[config.mk]
export PLATFORM = sky130hd
export DESIGN_NAME = intrusion_alarm_ctrl
export DESIGN_NICKNAME = d
export VERILOG_FILES = /design/src/rtl/intrusion_alarm_ctrl.sv
export SDC_FILE = /design/constraint.sdc
export NUM_CORES = 1
export LEC_CHECK = 0
export ABC_AREA = 1
export CAP_MARGIN = 10
export CORE_MARGIN = 3
export CORE_UTILIZATION = 40
export CTS_CLUSTER_DIAMETER = 200
export DETAILED_ROUTE_END_ITERATION = 16
export GPL_TIMING_DRIVEN = 0
export HOLD_SLACK_MARGIN = 0.02
export PLACE_DENSITY = 0.63
export SLEW_MARGIN = 40
export SYNTH_ARGS = -nofsm -noshare
export SYNTH_HDL_FRONTEND = slang
export SYNTH_SLANG_ARGS = --single-unit
export TNS_END_PERCENT = 50
[constraint.sdc]
create_clock -name clk -period 1.75 [get_ports clk]
set_input_delay 0.35 -clock clk [delete_from_list [all_inputs] [get_ports clk]]
set_output_delay 0.35 -clock clk [all_outputs]
set_load 0.03 [all_outputs]
[src/rtl/intrusion_alarm_ctrl.sv]
// Intrusion alarm sequencer: arm/disarm FSM with a two-digit BCD countdown
// stepped by an external 1 Hz tick; drives siren, armed flag and display digits.
module intrusion_alarm_ctrl #(
  parameter int EXIT_DELAY  = 30,
  parameter int ENTRY_DELAY = 15,
  parameter int ALARM_TIME  = 60
) (
  input  logic       clk,
  input  logic       reset,
  input  logic       tick,
  input  logic       arm_req,
  input  logic       disarm_req,
  input  logic       door_open,
  input  logic       window_open,
  output logic [2:0] state,
  output logic       armed,
  output logic       siren,
  output logic [3:0] count_tens,
  output logic [3:0] count_ones,
  output logic       arm_fault
);

  // state    | meaning
  // DISARMED | idle, count 00, arm requests checked against sensors
  // EXIT     | exit delay running, sensors ignored
  // ARMED    | watching sensors, count 00
  // ENTRY    | entry delay running after door opened
  // ALARM    | siren on for ALARM_TIME seconds
  localparam logic [2:0] S_DISARMED = 3'd0;
  localparam logic [2:0] S_EXIT     = 3'd1;
  localparam logic [2:0] S_ARMED    = 3'd2;
  localparam logic [2:0] S_ENTRY    = 3'd3;
  localparam logic [2:0] S_ALARM    = 3'd4;

  localparam logic [3:0] EXIT_TENS  = 4'(EXIT_DELAY / 10);
  localparam logic [3:0] EXIT_ONES  = 4'(EXIT_DELAY % 10);
  localparam logic [3:0] ENTRY_TENS = 4'(ENTRY_DELAY / 10);
  localparam logic [3:0] ENTRY_ONES = 4'(ENTRY_DELAY % 10);
  localparam logic [3:0] ALARM_TENS = 4'(ALARM_TIME / 10);
  localparam logic [3:0] ALARM_ONES = 4'(ALARM_TIME % 10);

  logic [2:0] state_q, state_nxt;
  logic [3:0] tens_q, tens_nxt;
  logic [3:0] ones_q, ones_nxt;
  logic       fault_q, fault_nxt;
  logic       armed_q, armed_nxt;
  logic       siren_q, siren_nxt;
  logic       cnt_load;
  logic       cnt_zero;
  logic [3:0] dec_tens, dec_ones;

  assign cnt_zero = (tens_q == 4'd0) && (ones_q == 4'd0);

  // BCD borrow: ones wraps 0->9 and takes one from tens
  always_comb begin
    if (ones_q != 4'd0) begin
      dec_tens = tens_q;
      dec_ones = ones_q - 4'd1;
    end else begin
      dec_tens = tens_q - 4'd1;
      dec_ones = 4'd9;
    end
  end

  // state register (all outputs are registered here)
  always_ff @(posedge clk) begin
    if (reset) begin
      state_q <= S_DISARMED;
      tens_q  <= 4'd0;
      ones_q  <= 4'd0;
      fault_q <= 1'b0;
      armed_q <= 1'b0;
      siren_q <= 1'b0;
    end else begin
      state_q <= state_nxt;
      tens_q  <= tens_nxt;
      ones_q  <= ones_nxt;
      fault_q <= fault_nxt;
      armed_q <= armed_nxt;
      siren_q <= siren_nxt;
    end
  end

  // next-state and countdown
  always_comb begin
    state_nxt = state_q;
    tens_nxt  = tens_q;
    ones_nxt  = ones_q;
    fault_nxt = 1'b0;
    cnt_load  = 1'b0;
    case (state_q)
      S_DISARMED: begin
        tens_nxt = 4'd0;
        ones_nxt = 4'd0;
        cnt_load = 1'b1;
        if (arm_req) begin
          if (!door_open && !window_open) begin
            state_nxt = S_EXIT;
            tens_nxt  = EXIT_TENS;
            ones_nxt  = EXIT_ONES;
          end else begin
            fault_nxt = 1'b1;
          end
        end
      end
      S_EXIT: begin
        if (disarm_req) begin
          state_nxt = S_DISARMED;
          tens_nxt  = 4'd0;
          ones_nxt  = 4'd0;
          cnt_load  = 1'b1;
        end else if (tick) begin
          if (cnt_zero) begin
            state_nxt = S_ARMED;
            cnt_load  = 1'b1;
          end else begin
            tens_nxt = dec_tens;
            ones_nxt = dec_ones;
          end
        end
      end
      S_ARMED: begin
        tens_nxt = 4'd0;
        ones_nxt = 4'd0;
        cnt_load = 1'b1;
        if (disarm_req) begin
          state_nxt = S_DISARMED;
        end else if (window_open) begin
          state_nxt = S_ALARM;
          tens_nxt  = ALARM_TENS;
          ones_nxt  = ALARM_ONES;
        end else if (door_open) begin
          state_nxt = S_ENTRY;
          tens_nxt  = ENTRY_TENS;
          ones_nxt  = ENTRY_ONES;
        end
      end
      S_ENTRY: begin
        // door level is expected to stay open here and must not restart the delay
        if (disarm_req) begin
          state_nxt = S_DISARMED;
          tens_nxt  = 4'd0;
          ones_nxt  = 4'd0;
          cnt_load  = 1'b1;
        end else if (window_open || (tick && cnt_zero)) begin
          state_nxt = S_ALARM;
          tens_nxt  = ALARM_TENS;
          ones_nxt  = ALARM_ONES;
          cnt_load  = 1'b1;
        end else if (tick) begin
          tens_nxt = dec_tens;
          ones_nxt = dec_ones;
        end
      end
      S_ALARM: begin
        // sensors neither reload nor stall the siren timer
        if (disarm_req) begin
          state_nxt = S_DISARMED;
          tens_nxt  = 4'd0;
          ones_nxt  = 4'd0;
          cnt_load  = 1'b1;
        end else if (tick) begin
          if (cnt_zero) begin
            state_nxt = S_ARMED;
            cnt_load  = 1'b1;
          end else begin
            tens_nxt = dec_tens;
            ones_nxt = dec_ones;
          end
        end
      end
      default: begin
        state_nxt = S_DISARMED;
        tens_nxt  = 4'd0;
        ones_nxt  = 4'd0;
        cnt_load  = 1'b1;
      end
    endcase
  end

  // outputs decoded from the next state so they move together with state
  always_comb begin
    armed_nxt = (state_nxt != S_DISARMED);
    siren_nxt = (state_nxt == S_ALARM);
  end

  assign state      = state_q;
  assign armed      = armed_q;
  assign siren      = siren_q;
  assign count_tens = tens_q;
  assign count_ones = ones_q;
  assign arm_fault  = fault_q;

`ifndef SYNTHESIS
  logic       load_q;
  logic [2:0] cov_stage;

  function automatic logic [7:0] bcd_dec(input logic [7:0] v);
    if (v[3:0] != 4'd0) bcd_dec = {v[7:4], v[3:0] - 4'd1};
    else                bcd_dec = {v[7:4] - 4'd1, 4'd9};
  endfunction

  always_ff @(posedge clk) begin
    if (reset) load_q <= 1'b1;
    else       load_q <= cnt_load;
  end

  // tracks DISARMED->EXIT->ARMED->ENTRY->ALARM->ARMED
  always_ff @(posedge clk) begin
    if (reset) begin
      cov_stage <= 3'd0;
    end else begin
      case (cov_stage)
        3'd0: if (state_q == S_DISARMED) cov_stage <= 3'd1;
        3'd1: if (state_q == S_EXIT) cov_stage <= 3'd2;
              else if (state_q != S_DISARMED) cov_stage <= 3'd0;
        3'd2: if (state_q == S_ARMED) cov_stage <= 3'd3;
              else if (state_q != S_EXIT) cov_stage <= 3'd0;
        3'd3: if (state_q == S_ENTRY) cov_stage <= 3'd4;
              else if (state_q != S_ARMED) cov_stage <= 3'd0;
        3'd4: if (state_q == S_ALARM) cov_stage <= 3'd5;
              else if (state_q != S_ENTRY) cov_stage <= 3'd0;
        3'd5: if (state_q == S_ARMED) cov_stage <= 3'd6;
              else if (state_q != S_ALARM) cov_stage <= 3'd0;
        default: cov_stage <= 3'd6;
      endcase
    end
  end

  a_digits: assert property (@(posedge clk) disable iff (reset)
    (tens_q <= 4'd9) && (ones_q <= 4'd9));
  a_siren: assert property (@(posedge clk) disable iff (reset)
    siren_q |-> (state_q == S_ALARM));
  a_idle_zero: assert property (@(posedge clk) disable iff (reset)
    ((state_q == S_DISARMED) || (state_q == S_ARMED)) |-> cnt_zero);
  a_dec: assert property (@(posedge clk) disable iff (reset)
    (!load_q && ({tens_q, ones_q} != $past({tens_q, ones_q})))
      |-> ({tens_q, ones_q} == bcd_dec($past({tens_q, ones_q}))));
  c_full_seq: cover property (@(posedge clk) cov_stage == 3'd6);
`endif

endmodule

==> results.tsv, run 1 <==
metric	value	unit
status	completed	
first-pass GRT wire length	3808	um
critical path launch point	count_tens[0]	
H-tree depth	1	
antenna diode count	0	
Worst path top cell family by delay	buffers and inverters	
synth-to-layout area growth	27.80	%
Gate Count Post-Synth	140	
max_slew headroom	0.6188	
fin nets	176	
FF-to-FF Start	count_ones[0]	
CTS tree	yes	
number of top-level pins	21	
fill count	228	
final wirelength	2259	um
setup violators final	0	
initial antenna violation count	0	
DR pass1 iterations	4	
Iteration-0 DRC Markers	10	
Tcrit/Tclk final	0.9582	
Seq cells post-synth	14	
Synth warnings	0	
RSZ-0062 raised after global routing	true	
GRT Residual Overflow	0	
CTS max path bufs	2	
worst hold slack	492.4	ps
Die Span Y	55.87	um
via count	938	
Worst-Skew Late Latency	270	ps
setup bufs post-CTS	0	
final std cells w/o fill	191	
die area	3121	um2
core region area	2276	um2
CTS Buf Count	3	
Worst Setup EP	count_tens[0]	
pre-CTS WS	-177.2	ps
overall power	0.6296	mW
cell area after synthesis	994.7	um2
Hold WC Path Type	flop to flop	
cell row count	17	
Tot GR Track Use	0.1492	
clk sinks	14	
Worst Setup Start Kind	flop	
FMAX	0.5964	GHz
Req. time, crit path	1400	ps
IO Port Bufs	19	
die span in x	55.87	um
mean post-synth cell area	7.105	um2
crit-path cells	clkdlybuf4s50_1	
post-DR wirelength/cell	11.83	um
Setup crit end kind	output pin	
synth unique cells	26	
via/cell ratio	4.911	
gpl congestion	0.8286	
Crit-path slowest cell	clkdlybuf4s50_1	
Power Dens Cells	495.2	nW/um2
setup TNS	0	ps
Max FO, Critical Path	3	
Clock Tree Root	clkbuf_4	
Initial Utilization	0.4371	
layout cells sized above 1	0.2270	
post-route ant nets	0	
Final Hold Vio Count	0	
r2r worst-path depth	11	
WP depth	1	
slowest stage delay, CP	690	ps
Final Skew	4.996	ps
placed cells	187	
maximum VDD drop	0.4042	mV
Final min period	1677	ps
Final WS setup	73.19	ps
Post-route DRC	0	
Crit path arrival time	1330	ps
post-synthesis sequential area ratio	0.2818	
Final HPWL DP	1761	um
Syn Nets	151	
Reg-to-Reg End	count_tens[3]	
critical path class	flop to output pin	
worst-margin pin slew	571.8	ps
largest net degree at the start of global routing	11	
Post-CTS Hold Buffers	0	
Max Cap Viol	0	
leak pwr	0.6378	nW
reg2reg setup slack	70	ps
clock-pin slew on the worst setup and hold paths	80	ps
WP buf/inv	1	
vias in the first global route	896	
Pins Over Slew Limit	0	
state kept, by name, summed over array words and instances (netlist names):
register and flops:
arm_fault 1, armed 1, count_ones 4, count_tens 4, siren 1, state 3
report_power, final:
| group | switching (mW) | leakage (nW) | internal, mW | total, mW |
|---|---|---|---|---|
| Sequential | 0.00673 | 0.114 | 0.325 | 0.332 |
| Clock | 0.0916 | 0.0138 | 0.0796 | 0.171 |
| Combinational | 0.0762 | 0.510 | 0.0504 | 0.127 |
| Total | 0.175 | 0.638 | 0.455 | 0.630 |
layout make-up:
| type | count | area, um2 | area share |
|---|---|---|---|
| clock buffer | 3 | 22.52 | 0.01772 |
| timing repair buffer | 19 | 187.7 | 0.1476 |
| tap | 28 | 35.03 | 0.02756 |
| inverter | 23 | 91.34 | 0.07185 |
| sequential | 14 | 282.8 | 0.2224 |
| buffer | 1 | 3.754 | 0.002953 |
| multi-input combinational | 103 | 648.1 | 0.5098 |
cells in the mapped netlist:
cell type / n / area [um2]
inv_1: 20 / 75.07
nand2_2: 7 / 43.79
nor3_4: 1 / 16.27
nand3_2: 1 / 10.01
o21ai_1: 3 / 15.01
dfxtp_1: 14 / 280.3
ha_1: 4 / 50.05
xor2_1: 2 / 17.52
nand2_1: 27 / 101.4
a21oi_1: 2 / 10.01
inv_2: 2 / 7.510
nor2_2: 2 / 12.51
clkbuf_1: 1 / 3.750
nand3_1: 14 / 70.07
xnor2_1: 1 / 8.760
nor2_1: 10 / 37.54
nand4_1: 3 / 18.77
nor2_8: 1 / 20.02
o31ai_1: 1 / 7.510
nor2_4: 2 / 22.52
a21oi_2: 7 / 61.31
nor3_1: 3 / 15.01
o21ai_0: 6 / 30.03
nand2_4: 4 / 45.04
and2_1: 1 / 6.260
inv_6: 1 / 8.760
cells in the final DEF, fill, tap and decap left out, types with 2 or more instances in the layout:
master,count
nor2_4,4
nand2_4,4
o21ai_1,3
nand4_1,3
dlygate4sd2_1,6
a21oi_1,2
o21ai_0,6
dfxtp_2,2
xor2_1,2
nor3_1,2
inv_2,2
ha_1,4
a21oi_2,7
clkdlybuf4s50_1,11
nand2_1,27
clkbuf_4,3
inv_1,20
dfxtp_1,12
nand3_2,2
nor2_1,10
dlymetal6s2s_1,2
nand2_2,7
nand3_1,13
cell families (layout without fill, tap and decap cells):
kind of cell | after synthesis | in the layout | share of synthesized area
adder cells (fa/ha/maj) | 4 | 4 | 0.05032
flip-flops | 14 | 14 | 0.2818
XOR/XNOR | 3 | 3 | 0.02642
AO/OA/AOI/OAI | 19 | 19 | 0.1245
buffers and inverters | 24 | 46 | 0.09560
AND/OR/NAND/NOR | 76 | 77 | 0.4214
worst min-delay path by stage:
stage | cells after the start | endpoint | from | slack (ps)
global placement | 2 | count_tens[0] | count_tens[0] | 480
finish | 2 | count_tens[0] | count_tens[0] | 490
detailed placement | 2 | count_ones[0] | count_ones[0] | 480
CTS | 2 | count_ones[0] | count_ones[0] | 500
global route | 2 | count_ones[0] | count_ones[0] | 520
floorplan | 2 | arm_fault | arm_req | 500
per-stage QoR:
| stage | utilization | area, um2 |
|---|---|---|
| global route | 0.5585 | 1271 |
| detailed placement | 0.5371 | 1222 |
| CTS | 0.5437 | 1237 |
| global placement | 0.5371 | 1222 |
| floorplan | - | 997.2 |
| finish | 0.5585 | 1271 |
repair_timing:
action / in CTS / in global routing
resized for setup: 6 / 6
cloned: 0 / 1
setup endpoints to repair: 6 / 14
pin swaps: 0 / 1
tightest hold or removal path: stages (launching register included):
cell and delay, ps:
dfxtp_1 340, nand2_2 70, a21oi_2 40
routing by layer:
metal,global-route usage,vias to the layer above,share of wire
met1,0.1901,418,0.44
met2,0.2416,21,0.50
met4,0.03729,0,0.0053
li1,-,497,-
met3,0.05104,2,0.056
met5,0,-,0
(Power assumes the default switching activity.)
==> run 2: changes to the inputs <==
REMOVE_ABC_BUFFERS = 1   (was default)
==> results.tsv, run 2 (synthesized netlist as in run 1, its figures left out) <==
metric	value	unit
fin nets	179	
critical path class	flop to output pin	
Crit-path slowest cell	clkdlybuf4s50_1	
Die Span Y	55.87	um
gpl congestion	0.8189	
vias in the first global route	923	
cell-internal power	0.5093	mW
Tcrit/Tclk final	0.9688	
Final min period	1695	ps
antenna diode count	0	
Max Cap Viol	0	
Net Sw Power	0.2076	mW
RSZ-0062 raised after global routing	false	
commonest non-fill, non-tap cell in the layout	nand2_1	
Power Dens Cells	538.0	nW/um2
post-DR wirelength/cell	12.96	um
final wirelength	2528	um
clock share of power	0.341	
Setup crit end kind	output pin	
Tot GR Track Use	0.1608	
CTS tree	yes	
Crit path arrival time	1350	ps
worst hold slack	504.3	ps
WP buf/inv	1	
cell row count	17	
Worst Setup Start Kind	flop	
most frequent cells in the layout	nand2_1, inv_1, nand3_1	
Req. time, crit path	1400	ps
r2r worst-path depth	11	
post-route ant nets	0	
core region area	2276	um2
initial antenna violation count	0	
Final Hold Vio Count	0	
CTS max path bufs	2	
via/cell ratio	5.138	
DR pass1 iterations	4	
Worst path top cell family by delay	buffers and inverters	
overall power	0.7169	mW
HP Start	count_tens[0]	
die span in x	55.87	um
Post-route DRC	0	
Pins Over Slew Limit	0	
hold depth	2	
Clock Tree Root	clkbuf_4	
Comb pwr share	0.195	
slowest stage delay, CP	680	ps
largest net degree at the start of global routing	11	
Final HPWL DP	1877	um
synth-to-layout area growth	33.96	%
H-tree depth	1	
FMAX	0.5899	GHz
setup TNS	0	ps
post-layout util	0.5855	
final std cells w/o fill	195	
hold endpoint	count_tens[0]	
number of top-level pins	21	
Max FO, Critical Path	5	
max_slew headroom	0.6545	
CTS Buf Count	3	
crit-path cells	clkdlybuf4s50_1	
clock-pin slew on the worst setup and hold paths	100	ps
GRT Residual Overflow	0	
Worst-Skew Late Latency	280	ps
leak pwr	0.6552	nW
sequential share of power	0.464	
clk sinks	14	
setup violators final	0	
Sw Share	0.2896	
Initial Utilization	0.4371	
Hold WC Path Type	flop to flop	
IO Port Bufs	20	
layout cells sized above 1	0.2695	
FF-to-FF Start	count_ones[0]	
via count	1002	
maximum VDD drop	0.4520	mV
first-pass GRT wire length	4029	um
placed cells	187	
Iteration-0 DRC Markers	38	
Reg-to-Reg End	count_ones[0]	
die area	3121	um2
Final Skew	7.896	ps
status	completed	
worst-margin pin slew	516.6	ps
reg2reg setup slack	110	ps
## run 2: repair_timing
item,4_1_cts,5_1_grt
setup buffers,0,3
gates resized for setup,10,13
hold buffers,0,0
hold endpoints to repair,0,0
pin swaps,0,3
cloned,0,1
endpoints found under the setup margin,12,14
## run 2: per-stage QoR
| stage | cell area, um2 | setup slack, ps |
|---|---|---|
| global placement | 1226 | -147.7 |
| global route | 1333 | 7.863 |
| floorplan | 991.0 | -85.38 |
| detailed placement | 1226 | -155.9 |
| CTS | 1259 | 27.04 |
| finish | 1333 | 54.65 |
## run 2: worst register-to-register path: cells and delay by family, from the launching register on
family | cells | cell delay (ps)
adder cells (fa/ha/maj) | 1 | 190
flip-flops | 1 | 360
AO/OA/AOI/OAI | 1 | 120
buffers and inverters | 2 | 190
AND/OR/NAND/NOR | 7 | 710
## run 2: worst max-delay path by stage
| stage | start | to | slack, ps | cells after the start |
|---|---|---|---|---|
| after floorplan | count_ones[0] | count_tens[3] | -90 | 11 |
| after global placement | disarm_req | count_tens[3] | -150 | 8 |
| after detailed placement | disarm_req | count_tens[3] | -160 | 8 |
| after CTS | count_ones[1] | armed | 30 | 11 |
| after global routing | count_tens[1] | count_tens[3] | 8 | 11 |
| final | count_ones[0] | count_ones[0] | 50 | 1 |
## run 2: power groups by stage
| stage | registers, mW | clock network [mW] | logic (mW) |
|---|---|---|---|
| final | 0.332 | 0.245 | 0.140 |
| after detailed placement | 0.339 | 0 | 0.124 |
| after floorplan | 0.351 | 0 | 0.0619 |
| after global routing | 0.333 | 0.266 | 0.151 |
| after global placement | 0.339 | 0 | 0.122 |
| after CTS | 0.332 | 0.249 | 0.124 |
## run 2: layer usage
layer | track usage | wire length [um] | share of wire | up-vias
li1 | - | - | - | 503
met1 | 0.2017 | 1051 | 0.42 | 456
met2 | 0.2787 | 1291 | 0.51 | 36
met3 | 0.02784 | 148 | 0.059 | 7
met4 | 0.05085 | 36 | 0.014 | 0
met5 | 0 | 0 | 0 | -
## run 2: layout make-up
| type | instances | area [um2] |
|---|---|---|
| inverters | 23 | 91.34 |
| fillers | 225 | 943.4 |
| clock buffers | 4 | 36.28 |
| well taps | 28 | 35.03 |
| flip-flops and latches | 14 | 282.8 |
| multi-input cells | 103 | 671.9 |
| repair buffers | 23 | 215.2 |
